===== src/rtl/tilelink_ul_formal_slave_pkg.sv =====
// rtl/tilelink_ul_formal_slave_pkg.sv - TileLink opcodes, request entry type and beat helpers
package tl_formal_pkg;

  localparam logic [2:0] TL_A_PUT_FULL    = 3'd0;
  localparam logic [2:0] TL_A_PUT_PARTIAL = 3'd1;
  localparam logic [2:0] TL_A_ARITH       = 3'd2;
  localparam logic [2:0] TL_A_LOGIC       = 3'd3;
  localparam logic [2:0] TL_A_GET         = 3'd4;
  localparam logic [2:0] TL_A_INTENT      = 3'd5;

  localparam logic [2:0] TL_D_ACCESS_ACK      = 3'd0;
  localparam logic [2:0] TL_D_ACCESS_ACK_DATA = 3'd1;
  localparam logic [2:0] TL_D_HINT_ACK        = 3'd2;

  localparam int TL_MAX_SIZE_W   = 8;
  localparam int TL_MAX_SOURCE_W = 8;
  localparam int TL_CNT_W        = 16;

  // Fields are sized for the widest supported SIZE_W/SOURCE_W; the top zero-extends.
  typedef struct packed {
    logic [2:0]                 opcode;
    logic [TL_MAX_SIZE_W-1:0]   size;
    logic [TL_MAX_SOURCE_W-1:0] source;
  } tl_req_t;

  typedef enum logic {
    D_IDLE = 1'b0,
    D_BEAT = 1'b1
  } d_state_e;

  function automatic logic [TL_CNT_W-1:0] beats(input logic [TL_MAX_SIZE_W-1:0] size,
                                                input logic [TL_MAX_SIZE_W-1:0] lg_bytes);
    if (size <= lg_bytes) return TL_CNT_W'(1);
    return TL_CNT_W'(1) << (size - lg_bytes);
  endfunction

  function automatic logic a_has_data(input logic [2:0] op);
    return (op <= TL_A_LOGIC);
  endfunction

  function automatic logic d_has_data(input logic [2:0] op);
    return (op == TL_A_GET) || (op == TL_A_ARITH) || (op == TL_A_LOGIC);
  endfunction

  function automatic logic [2:0] d_opcode_of(input logic [2:0] op);
    if (d_has_data(op)) return TL_D_ACCESS_ACK_DATA;
    if (op == TL_A_INTENT) return TL_D_HINT_ACK;
    return TL_D_ACCESS_ACK;
  endfunction

endpackage


===== src/rtl/tilelink_ul_formal_slave_if.sv =====
// rtl/tilelink_ul_formal_slave_if.sv - TileLink A/D channels plus free nondeterministic inputs
interface tilelink_ul_formal_slave_if #(
  parameter int DATA_W   = 32,
  parameter int ADDR_W   = 32,
  parameter int SIZE_W   = 4,
  parameter int SOURCE_W = 1
);
  localparam int BYTES = DATA_W / 8;

  logic                a_ready;
  logic                a_valid;
  logic [2:0]          a_opcode;
  logic [2:0]          a_param;
  logic [SIZE_W-1:0]   a_size;
  logic [SOURCE_W-1:0] a_source;
  logic [ADDR_W-1:0]   a_address;
  logic [BYTES-1:0]    a_mask;
  logic [DATA_W-1:0]   a_data;

  logic                d_ready;
  logic                d_valid;
  logic [2:0]          d_opcode;
  logic [1:0]          d_param;
  logic [SIZE_W-1:0]   d_size;
  logic [SOURCE_W-1:0] d_source;
  logic                d_sink;
  logic [DATA_W-1:0]   d_data;
  logic                d_error;

  logic                nd_stall_a;
  logic                nd_stall_d;
  logic [DATA_W-1:0]   nd_data;
  logic                nd_error;

  modport slave (
    output a_ready,
    input  a_valid, a_opcode, a_param, a_size, a_source, a_address, a_mask, a_data,
    input  d_ready,
    output d_valid, d_opcode, d_param, d_size, d_source, d_sink, d_data, d_error,
    input  nd_stall_a, nd_stall_d, nd_data, nd_error
  );

  modport master (
    input  a_ready,
    output a_valid, a_opcode, a_param, a_size, a_source, a_address, a_mask, a_data,
    output d_ready,
    input  d_valid, d_opcode, d_param, d_size, d_source, d_sink, d_data, d_error,
    output nd_stall_a, nd_stall_d, nd_data, nd_error
  );

endinterface


===== src/rtl/tilelink_ul_formal_slave_fifo.sv =====
// rtl/tilelink_ul_formal_slave_fifo.sv - request queue with head and second-entry peek
module tl_req_fifo #(
  parameter  int WIDTH = 8,
  parameter  int DEPTH = 2,
  localparam int CW    = $clog2(DEPTH + 1)
) (
  input  logic             clock,
  input  logic             reset,
  input  logic             push_i,
  input  logic [WIDTH-1:0] wr_data_i,
  input  logic             pop_i,
  output logic [WIDTH-1:0] rd_data_o,
  output logic [WIDTH-1:0] rd_next_o,
  output logic             full_o,
  output logic             empty_o,
  output logic [CW-1:0]    count_o
);

  localparam int PW = (DEPTH > 1) ? $clog2(DEPTH) : 1;

  logic [WIDTH-1:0] mem_q [DEPTH];
  logic [PW-1:0]    wr_ptr_q, wr_ptr_d;
  logic [PW-1:0]    rd_ptr_q, rd_ptr_d;
  logic [CW-1:0]    count_q, count_d;
  logic             do_push, do_pop;

  function automatic logic [PW-1:0] next_ptr(input logic [PW-1:0] p);
    return (p == PW'(DEPTH - 1)) ? '0 : p + PW'(1);
  endfunction

  assign full_o    = (count_q == CW'(DEPTH));
  assign empty_o   = (count_q == '0);
  assign count_o   = count_q;
  assign do_push   = push_i && !full_o;
  assign do_pop    = pop_i && !empty_o;
  assign rd_data_o = mem_q[rd_ptr_q];
  // rd_next_o is only meaningful while count_o > 1.
  assign rd_next_o = mem_q[next_ptr(rd_ptr_q)];

  always_comb begin
    wr_ptr_d = do_push ? next_ptr(wr_ptr_q) : wr_ptr_q;
    rd_ptr_d = do_pop ? next_ptr(rd_ptr_q) : rd_ptr_q;
    count_d  = count_q;
    case ({do_push, do_pop})
      2'b10:   count_d = count_q + CW'(1);
      2'b01:   count_d = count_q - CW'(1);
      default: count_d = count_q;
    endcase
  end

  always_ff @(posedge clock) begin
    if (reset) begin
      wr_ptr_q <= '0;
      rd_ptr_q <= '0;
      count_q  <= '0;
    end else begin
      wr_ptr_q <= wr_ptr_d;
      rd_ptr_q <= rd_ptr_d;
      count_q  <= count_d;
    end
  end

  always_ff @(posedge clock) begin
    if (do_push) mem_q[wr_ptr_q] <= wr_data_i;
  end

endmodule


===== src/rtl/tilelink_ul_formal_slave.sv =====
// rtl/tilelink_ul_formal_slave.sv - TileLink-UL/UH formal slave: queued in-order replies with nondeterministic data
module tilelink_ul_formal_slave
  import tl_formal_pkg::*;
#(
  parameter int DATA_W     = 32,
  parameter int ADDR_W     = 32,
  parameter int SIZE_W     = 4,
  parameter int SOURCE_W   = 1,
  parameter int QDEPTH     = 2,
  parameter bit ERR_INJECT = 1'b0,
  parameter bit FAST_MEM   = 1'b0
) (
  input logic                      clock,
  input logic                      reset,
  tilelink_ul_formal_slave_if.slave tl
);

  localparam int                      BYTES    = DATA_W / 8;
  localparam logic [TL_MAX_SIZE_W-1:0] LG_BYTES = TL_MAX_SIZE_W'($clog2(BYTES));
  localparam int                      CW       = $clog2(QDEPTH + 1);

  logic                full, empty;
  logic [CW-1:0]       count;
  tl_req_t             head, next;

  // A channel: beat counting and header capture
  tl_req_t             a_in, a_cur, a_hdr_q, a_hdr_d;
  logic [TL_CNT_W-1:0] a_cnt_q, a_cnt_d, a_beats;
  logic                a_ready, a_fire, a_last, push;

  assign a_ready    = !full && !reset && !(tl.nd_stall_a && !FAST_MEM);
  assign tl.a_ready = a_ready;
  assign a_fire     = tl.a_valid && a_ready;

  always_comb begin
    a_in.opcode = tl.a_opcode;
    a_in.size   = TL_MAX_SIZE_W'(tl.a_size);
    a_in.source = TL_MAX_SOURCE_W'(tl.a_source);
    a_cur       = (a_cnt_q == '0) ? a_in : a_hdr_q;
    a_beats     = a_has_data(a_cur.opcode) ? beats(a_cur.size, LG_BYTES) : TL_CNT_W'(1);
    a_last      = (a_cnt_q == a_beats - TL_CNT_W'(1));
    push        = a_fire && a_last;
    a_cnt_d     = a_cnt_q;
    a_hdr_d     = a_hdr_q;
    if (a_fire) begin
      a_cnt_d = a_last ? '0 : a_cnt_q + TL_CNT_W'(1);
      if (a_cnt_q == '0) a_hdr_d = a_in;
    end
  end

  always_ff @(posedge clock) begin
    if (reset) begin
      a_cnt_q <= '0;
      a_hdr_q <= '0;
    end else begin
      a_cnt_q <= a_cnt_d;
      a_hdr_q <= a_hdr_d;
    end
  end

  // D channel FSM
  d_state_e            state_q, state_d;
  logic [TL_CNT_W-1:0] d_cnt_q, d_cnt_d, d_beats;
  logic                d_fire, d_last, stall_d, pop, load;
  tl_req_t             load_req;

  logic [2:0]          d_opcode_q;
  logic [SIZE_W-1:0]   d_size_q;
  logic [SOURCE_W-1:0] d_source_q;
  logic [DATA_W-1:0]   d_data_q;
  logic                d_error_q;

  tl_req_fifo #(
    .WIDTH ($bits(tl_req_t)),
    .DEPTH (QDEPTH)
  ) u_fifo (
    .clock     (clock),
    .reset     (reset),
    .push_i    (push),
    .wr_data_i (a_cur),
    .pop_i     (pop),
    .rd_data_o (head),
    .rd_next_o (next),
    .full_o    (full),
    .empty_o   (empty),
    .count_o   (count)
  );

  always_comb begin
    state_d  = state_q;
    d_cnt_d  = d_cnt_q;
    pop      = 1'b0;
    load     = 1'b0;
    load_req = head;
    stall_d  = tl.nd_stall_d && !FAST_MEM;
    d_fire   = (state_q == D_BEAT) && tl.d_ready;
    d_beats  = d_has_data(head.opcode) ? beats(head.size, LG_BYTES) : TL_CNT_W'(1);
    d_last   = (d_cnt_q == d_beats - TL_CNT_W'(1));
    case (state_q)
      D_IDLE: begin
        if (!empty && !stall_d) begin
          state_d = D_BEAT;
          load    = 1'b1;
        end
      end
      D_BEAT: begin
        if (d_fire) begin
          if (d_last) begin
            pop     = 1'b1;
            d_cnt_d = '0;
            // Entries pushed this cycle are not yet visible: no bypass.
            if ((count > CW'(1)) && !stall_d) begin
              load     = 1'b1;
              load_req = next;
            end else begin
              state_d = D_IDLE;
            end
          end else begin
            d_cnt_d = d_cnt_q + TL_CNT_W'(1);
            if (!stall_d) load = 1'b1;
            else          state_d = D_IDLE;
          end
        end
      end
      default: state_d = D_IDLE;
    endcase
  end

  always_ff @(posedge clock) begin
    if (reset) begin
      state_q <= D_IDLE;
      d_cnt_q <= '0;
    end else begin
      state_q <= state_d;
      d_cnt_q <= d_cnt_d;
    end
  end

  // Output registers change only on a beat load, so they stay stable while stalled.
  always_ff @(posedge clock) begin
    if (reset || (!load && state_d == D_IDLE)) begin
      d_opcode_q <= '0;
      d_size_q   <= '0;
      d_source_q <= '0;
      d_data_q   <= '0;
      d_error_q  <= 1'b0;
    end else if (load) begin
      d_opcode_q <= d_opcode_of(load_req.opcode);
      d_size_q   <= SIZE_W'(load_req.size);
      d_source_q <= SOURCE_W'(load_req.source);
      d_data_q   <= d_has_data(load_req.opcode) ? tl.nd_data : '0;
      if (load_req.opcode[2:1] == 2'b11)
        d_error_q <= 1'b1;
      else
        d_error_q <= d_has_data(load_req.opcode) && ERR_INJECT && tl.nd_error;
    end
  end

  assign tl.d_valid  = (state_q == D_BEAT);
  assign tl.d_opcode = d_opcode_q;
  assign tl.d_param  = 2'b00;
  assign tl.d_size   = d_size_q;
  assign tl.d_source = d_source_q;
  assign tl.d_sink   = 1'b0;
  assign tl.d_data   = d_data_q;
  assign tl.d_error  = d_error_q;

  logic unused_ok;
  assign unused_ok = ^{tl.a_param, tl.a_address, tl.a_mask, tl.a_data, head, next, load_req};

endmodule


===== src/flat_wrapper.sv =====
// flat-port wrapper written by rule: the top's interface ports become plain ports
module tilelink_ul_formal_slave_flat import tl_formal_pkg::*;
#(
  parameter int DATA_W     = 32,
  parameter int ADDR_W     = 32,
  parameter int SIZE_W     = 4,
  parameter int SOURCE_W   = 1,
  parameter int QDEPTH     = 2,
  parameter bit ERR_INJECT = 1'b0,
  parameter bit FAST_MEM   = 1'b0
)
  (clock, reset, tl_a_ready, tl_a_valid, tl_a_opcode, tl_a_param, tl_a_size, tl_a_source, tl_a_address, tl_a_mask, tl_a_data, tl_d_ready, tl_d_valid, tl_d_opcode, tl_d_param, tl_d_size, tl_d_source, tl_d_sink, tl_d_data, tl_d_error, tl_nd_stall_a, tl_nd_stall_d, tl_nd_data, tl_nd_error);
  tilelink_ul_formal_slave_if #(.DATA_W(DATA_W), .ADDR_W(ADDR_W), .SIZE_W(SIZE_W), .SOURCE_W(SOURCE_W)) tl_i ();
  input logic clock;
  input logic reset;
  output wire logic [$bits(tl_i.a_ready)-1:0] tl_a_ready;
  input wire logic [$bits(tl_i.a_valid)-1:0] tl_a_valid;
  input wire logic [$bits(tl_i.a_opcode)-1:0] tl_a_opcode;
  input wire logic [$bits(tl_i.a_param)-1:0] tl_a_param;
  input wire logic [$bits(tl_i.a_size)-1:0] tl_a_size;
  input wire logic [$bits(tl_i.a_source)-1:0] tl_a_source;
  input wire logic [$bits(tl_i.a_address)-1:0] tl_a_address;
  input wire logic [$bits(tl_i.a_mask)-1:0] tl_a_mask;
  input wire logic [$bits(tl_i.a_data)-1:0] tl_a_data;
  input wire logic [$bits(tl_i.d_ready)-1:0] tl_d_ready;
  output wire logic [$bits(tl_i.d_valid)-1:0] tl_d_valid;
  output wire logic [$bits(tl_i.d_opcode)-1:0] tl_d_opcode;
  output wire logic [$bits(tl_i.d_param)-1:0] tl_d_param;
  output wire logic [$bits(tl_i.d_size)-1:0] tl_d_size;
  output wire logic [$bits(tl_i.d_source)-1:0] tl_d_source;
  output wire logic [$bits(tl_i.d_sink)-1:0] tl_d_sink;
  output wire logic [$bits(tl_i.d_data)-1:0] tl_d_data;
  output wire logic [$bits(tl_i.d_error)-1:0] tl_d_error;
  input wire logic [$bits(tl_i.nd_stall_a)-1:0] tl_nd_stall_a;
  input wire logic [$bits(tl_i.nd_stall_d)-1:0] tl_nd_stall_d;
  input wire logic [$bits(tl_i.nd_data)-1:0] tl_nd_data;
  input wire logic [$bits(tl_i.nd_error)-1:0] tl_nd_error;
  assign tl_a_ready = tl_i.a_ready;
  assign tl_i.a_valid = tl_a_valid;
  assign tl_i.a_opcode = tl_a_opcode;
  assign tl_i.a_param = tl_a_param;
  assign tl_i.a_size = tl_a_size;
  assign tl_i.a_source = tl_a_source;
  assign tl_i.a_address = tl_a_address;
  assign tl_i.a_mask = tl_a_mask;
  assign tl_i.a_data = tl_a_data;
  assign tl_i.d_ready = tl_d_ready;
  assign tl_d_valid = tl_i.d_valid;
  assign tl_d_opcode = tl_i.d_opcode;
  assign tl_d_param = tl_i.d_param;
  assign tl_d_size = tl_i.d_size;
  assign tl_d_source = tl_i.d_source;
  assign tl_d_sink = tl_i.d_sink;
  assign tl_d_data = tl_i.d_data;
  assign tl_d_error = tl_i.d_error;
  assign tl_i.nd_stall_a = tl_nd_stall_a;
  assign tl_i.nd_stall_d = tl_nd_stall_d;
  assign tl_i.nd_data = tl_nd_data;
  assign tl_i.nd_error = tl_nd_error;
  tilelink_ul_formal_slave #(.DATA_W(DATA_W), .ADDR_W(ADDR_W), .SIZE_W(SIZE_W), .SOURCE_W(SOURCE_W), .QDEPTH(QDEPTH), .ERR_INJECT(ERR_INJECT), .FAST_MEM(FAST_MEM)) u_core (.clock(clock), .reset(reset), .tl(tl_i));
endmodule

===== config.mk =====
export PLATFORM = sky130hd
export DESIGN_NAME = tilelink_ul_formal_slave_flat
export DESIGN_NICKNAME = d
export VERILOG_FILES = /design/src/rtl/tilelink_ul_formal_slave_pkg.sv /design/src/rtl/tilelink_ul_formal_slave_if.sv /design/src/rtl/tilelink_ul_formal_slave_fifo.sv /design/src/rtl/tilelink_ul_formal_slave.sv /design/src/flat_wrapper.sv
export SDC_FILE = /design/constraint.sdc
export NUM_CORES = 1
export LEC_CHECK = 0
export BUFFER_PORTS_ARGS = -buffer_cell sky130_fd_sc_hd__buf_4
export CAP_MARGIN = 20
export CORE_MARGIN = 3
export CORE_UTILIZATION = 35
export CTS_BUF_LIST = sky130_fd_sc_hd__clkbuf_16
export CTS_CLUSTER_DIAMETER = 40
export DETAILED_ROUTE_END_ITERATION = 10
export SLEW_MARGIN = 20
export SYNTH_ARGS = -nofsm -noshare
export SYNTH_HDL_FRONTEND = slang
export SYNTH_SLANG_ARGS = --single-unit

===== constraint.sdc =====
create_clock -name clock -period 7.2 [get_ports clock]
set_input_delay 1.44 -clock clock [delete_from_list [all_inputs] [get_ports clock]]
set_output_delay 1.44 -clock clock [all_outputs]
set_load 0.1 [all_outputs]

==> run metrics <==
hold_buf cts=0; drt drc=0; Yosys warnings=0; Vias=5,877; GR Util met3=4.20%; pwr dens=196 nW/um^2; max-cap violations=0; share of layout cells above drive strength 1=20.5%; WL final=16,900 um; post-synthesis sequential area ratio=37.5%; crit path launch type=register; global route total overflow=0; Core ar.=18,800 sq um; unrepaired setup endpoints after global routing=no; Vias/cell=5.44; ys flop type=dfxtp_1; Setup crit end kind=register; fin. max-slew vios=0; dpl hpwl=12,500 um; row cnt=50; met2 usage=25.1%; Die H=145 um; hold path cells=2; setup TNS=0 ns; routing usage on met1=21.6%; Worst Slack Setup Final=0.909 ns; pin slew with the least headroom to its limit=0.906 ns; Final setup viols=0; P&R area growth vs syn=20.9%; status=completed; Clock Tree Buf Depth=2; die area=20,900 sq um; Post-Synthesis Cell Area=6730 sq um; period utilization=87.4%; Starting Density=35.8%; Peak VDD IR=152 uV; postcts setup bufs=0; antenna violations before repair=0; post-route ant nets=0; first-pass GRT wire length=26,800 um; PostCTS Resize Cnt=0; Die Wd=145 um; initial detailed-routing violation count=439; flip-flop and latch area=2520 sq um; CTS clk-pin slew, worst paths=0.06 ns; fillcell total=1,844; Lkg Pwr=0.00308 uW; number of port buffers=87; Setup WS pre-CTS=0.857 ns; commonest non-fill, non-tap cells in the layout=106 x buf_4, 90 x dfxtp_1, 79 x nor2_1; synthesized instance count=746; WP data required=7.52 ns; CTS tree=done; Arr. time, crit path=6.61 ns; asr flop ratio synth=0%; GRT busiest layer=met2; multi-input logic area=3890 sq um; fin util=43.3%; Placer Congestion=0.862; vias in the first global route=5,304; CP Max Fanout=6; Final Hold Fails=0; Netlist cell types=86; clk_lat worst skew=0.41 ns; H-tree level count=4; CTS Buf Count=17; DR pass1 iterations=5; Avg Cell Area, Syn=9.02 sq um; CTS Root Cell=clkbuf_16; number of flops mapped to enable cells by yosys=24; kind of critical path=register to register; Yosys reg bits=114; clk sinks=114; largest net degree at the start of global routing=34; wire per inst=15.6 um; path depth of the worst reg2reg path=24; GRT Util Overall=15.9%; Final nets=963; worst relative slew slack=37.9%; Hold Crit Class=register to register; number of I/O pins=164; max frequency=159 MHz; commonest non-fill, non-tap cell in the layout=buf_4; crit path time final=6.29 ns; Worst Skew=0.0171 ns; ant diodes=0
[cell usage after synthesis, types with 4 or more instances]
| library cell | n | area [sq um] |
|---|---|---|
| a41oi_1 | 6 | 52.6 |
| nor4_1 | 13 | 81.3 |
| a211oi_1 | 13 | 97.6 |
| xnor2_1 | 29 | 254 |
| nand2_1 | 74 | 278 |
| nor2_1 | 79 | 297 |
| mux2_2 | 4 | 45.0 |
| and2_1 | 15 | 93.8 |
| mux2i_1 | 23 | 230 |
| o211ai_1 | 4 | 30.0 |
| a21oi_1 | 22 | 110 |
| inv_1 | 19 | 71.3 |
| edfxtp_1 | 24 | 721 |
| o2111a_1 | 4 | 45.0 |
| o21ai_0 | 8 | 40.0 |
| or3_1 | 4 | 25.0 |
| and3_1 | 7 | 43.8 |
| buf_2 | 5 | 25.0 |
| dfxtp_1 | 90 | 1800 |
| a22o_1 | 34 | 298 |
| nand4_1 | 26 | 163 |
| nand3_1 | 28 | 140 |
| a31oi_1 | 11 | 68.8 |
| nand2b_1 | 5 | 31.3 |
| ha_1 | 11 | 138 |
| nor3_1 | 23 | 115 |
| clkbuf_1 | 17 | 63.8 |
| xor2_1 | 34 | 298 |
| buf_4 | 14 | 105 |
[flip-flops by register name, indices dropped and copies added (netlist names), 2 cells and up, named ones only]
name and cells:
u_core.tl.d_data 32, u_core.u_fifo.mem_q 24, u_core.a_cnt_q 16, u_core.d_cnt_q 16
u_core.a_hdr_q 12, u_core.tl.d_size 4, u_core.tl.d_opcode 2, u_core.u_fifo.count_o 2
[metrics by stage]
step,instance area [sq um],total power (uW),hold WS [ns],instances
floorplan,6740,779,0.432,749
global placement,7580,831,0.438,1049
detailed placement,7580,830,0.445,1049
CTS,8130,1610,0.451,1081
global route,8130,1650,0.482,1081
finish,8130,1600,0.452,1081
[kinds of logic after synthesis]
logic type | Yosys count | share of synthesized area, %
adder cells (fa/ha/maj) | 11 | 2.05
XOR/XNOR | 63 | 8.20
other | 1 | 0.0558
AO/OA/AOI/OAI | 156 | 18.8
multiplexers | 30 | 4.76
AND/OR/NAND/NOR | 310 | 23.8
buffers and inverters | 61 | 4.85
flip-flops | 114 | 37.5
[where the power goes]
group          leakage, uW  total (uW)  switching, uW  internal, uW
Clock             0.000272         775            313           462
Sequential        0.000943         657           2.47           654
Combinational      0.00187         163            102          61.5
Total              0.00308        1600            418          1180
[layer usage]
metal / vias up / routed length [um]
li1: 2937 / -
met1: 2762 / 8090
met2: 164 / 7740
met3: 14 / 887
met4: 0 / 165
met5: - / 0
[worst max-delay path, stage by stage, from the launching register on]
cell and delay, ns:
dfxtp_1 0.36, inv_1 0.11, ha_1 0.19, nor4b_1 0.32, buf_4 0.21, and4_1 0.25, buf_4 0.17, mux2i_1 0.28
ha_1 0.25, nor3b_1 0.25, xor2_1 0.08, or3_1 0.43, a21oi_4 0.16, nand2_1 0.10, or3_1 0.40, ha_1 0.22
xnor2_1 0.23, inv_1 0.06, a221oi_1 0.32, nand4_1 0.12, a2111oi_0 0.53, o2111a_1 0.32, nand3_2 0.18, ha_1 0.40
a211oi_1 0.26
[cell type report]
type | count | share of cell area [%]
clock inverters | 14 | 1.26
repair buffers | 106 | 9.79
inverters | 21 | 0.969
clock buffers | 18 | 5.54
flip-flops and latches | 114 | 31.0
multi-input cells | 574 | 47.8
well taps | 234 | 3.60
[path summary, 6_finish.rpt]
| check | start | end | slack [ns] |
|---|---|---|---|
| max | u_core.a_cnt_q[0] | u_core.u_fifo.count_o[1] | 0.91 |
| min | u_core.a_hdr_q[16] | u_core.a_hdr_q[16] | 0.45 |
| max reg2reg | u_core.a_cnt_q[0] | u_core.u_fifo.count_o[1] | 0.91 |
| min reg2reg | u_core.a_hdr_q[16] | u_core.a_hdr_q[16] | 0.45 |
Power figures use the tool's default switching activity.
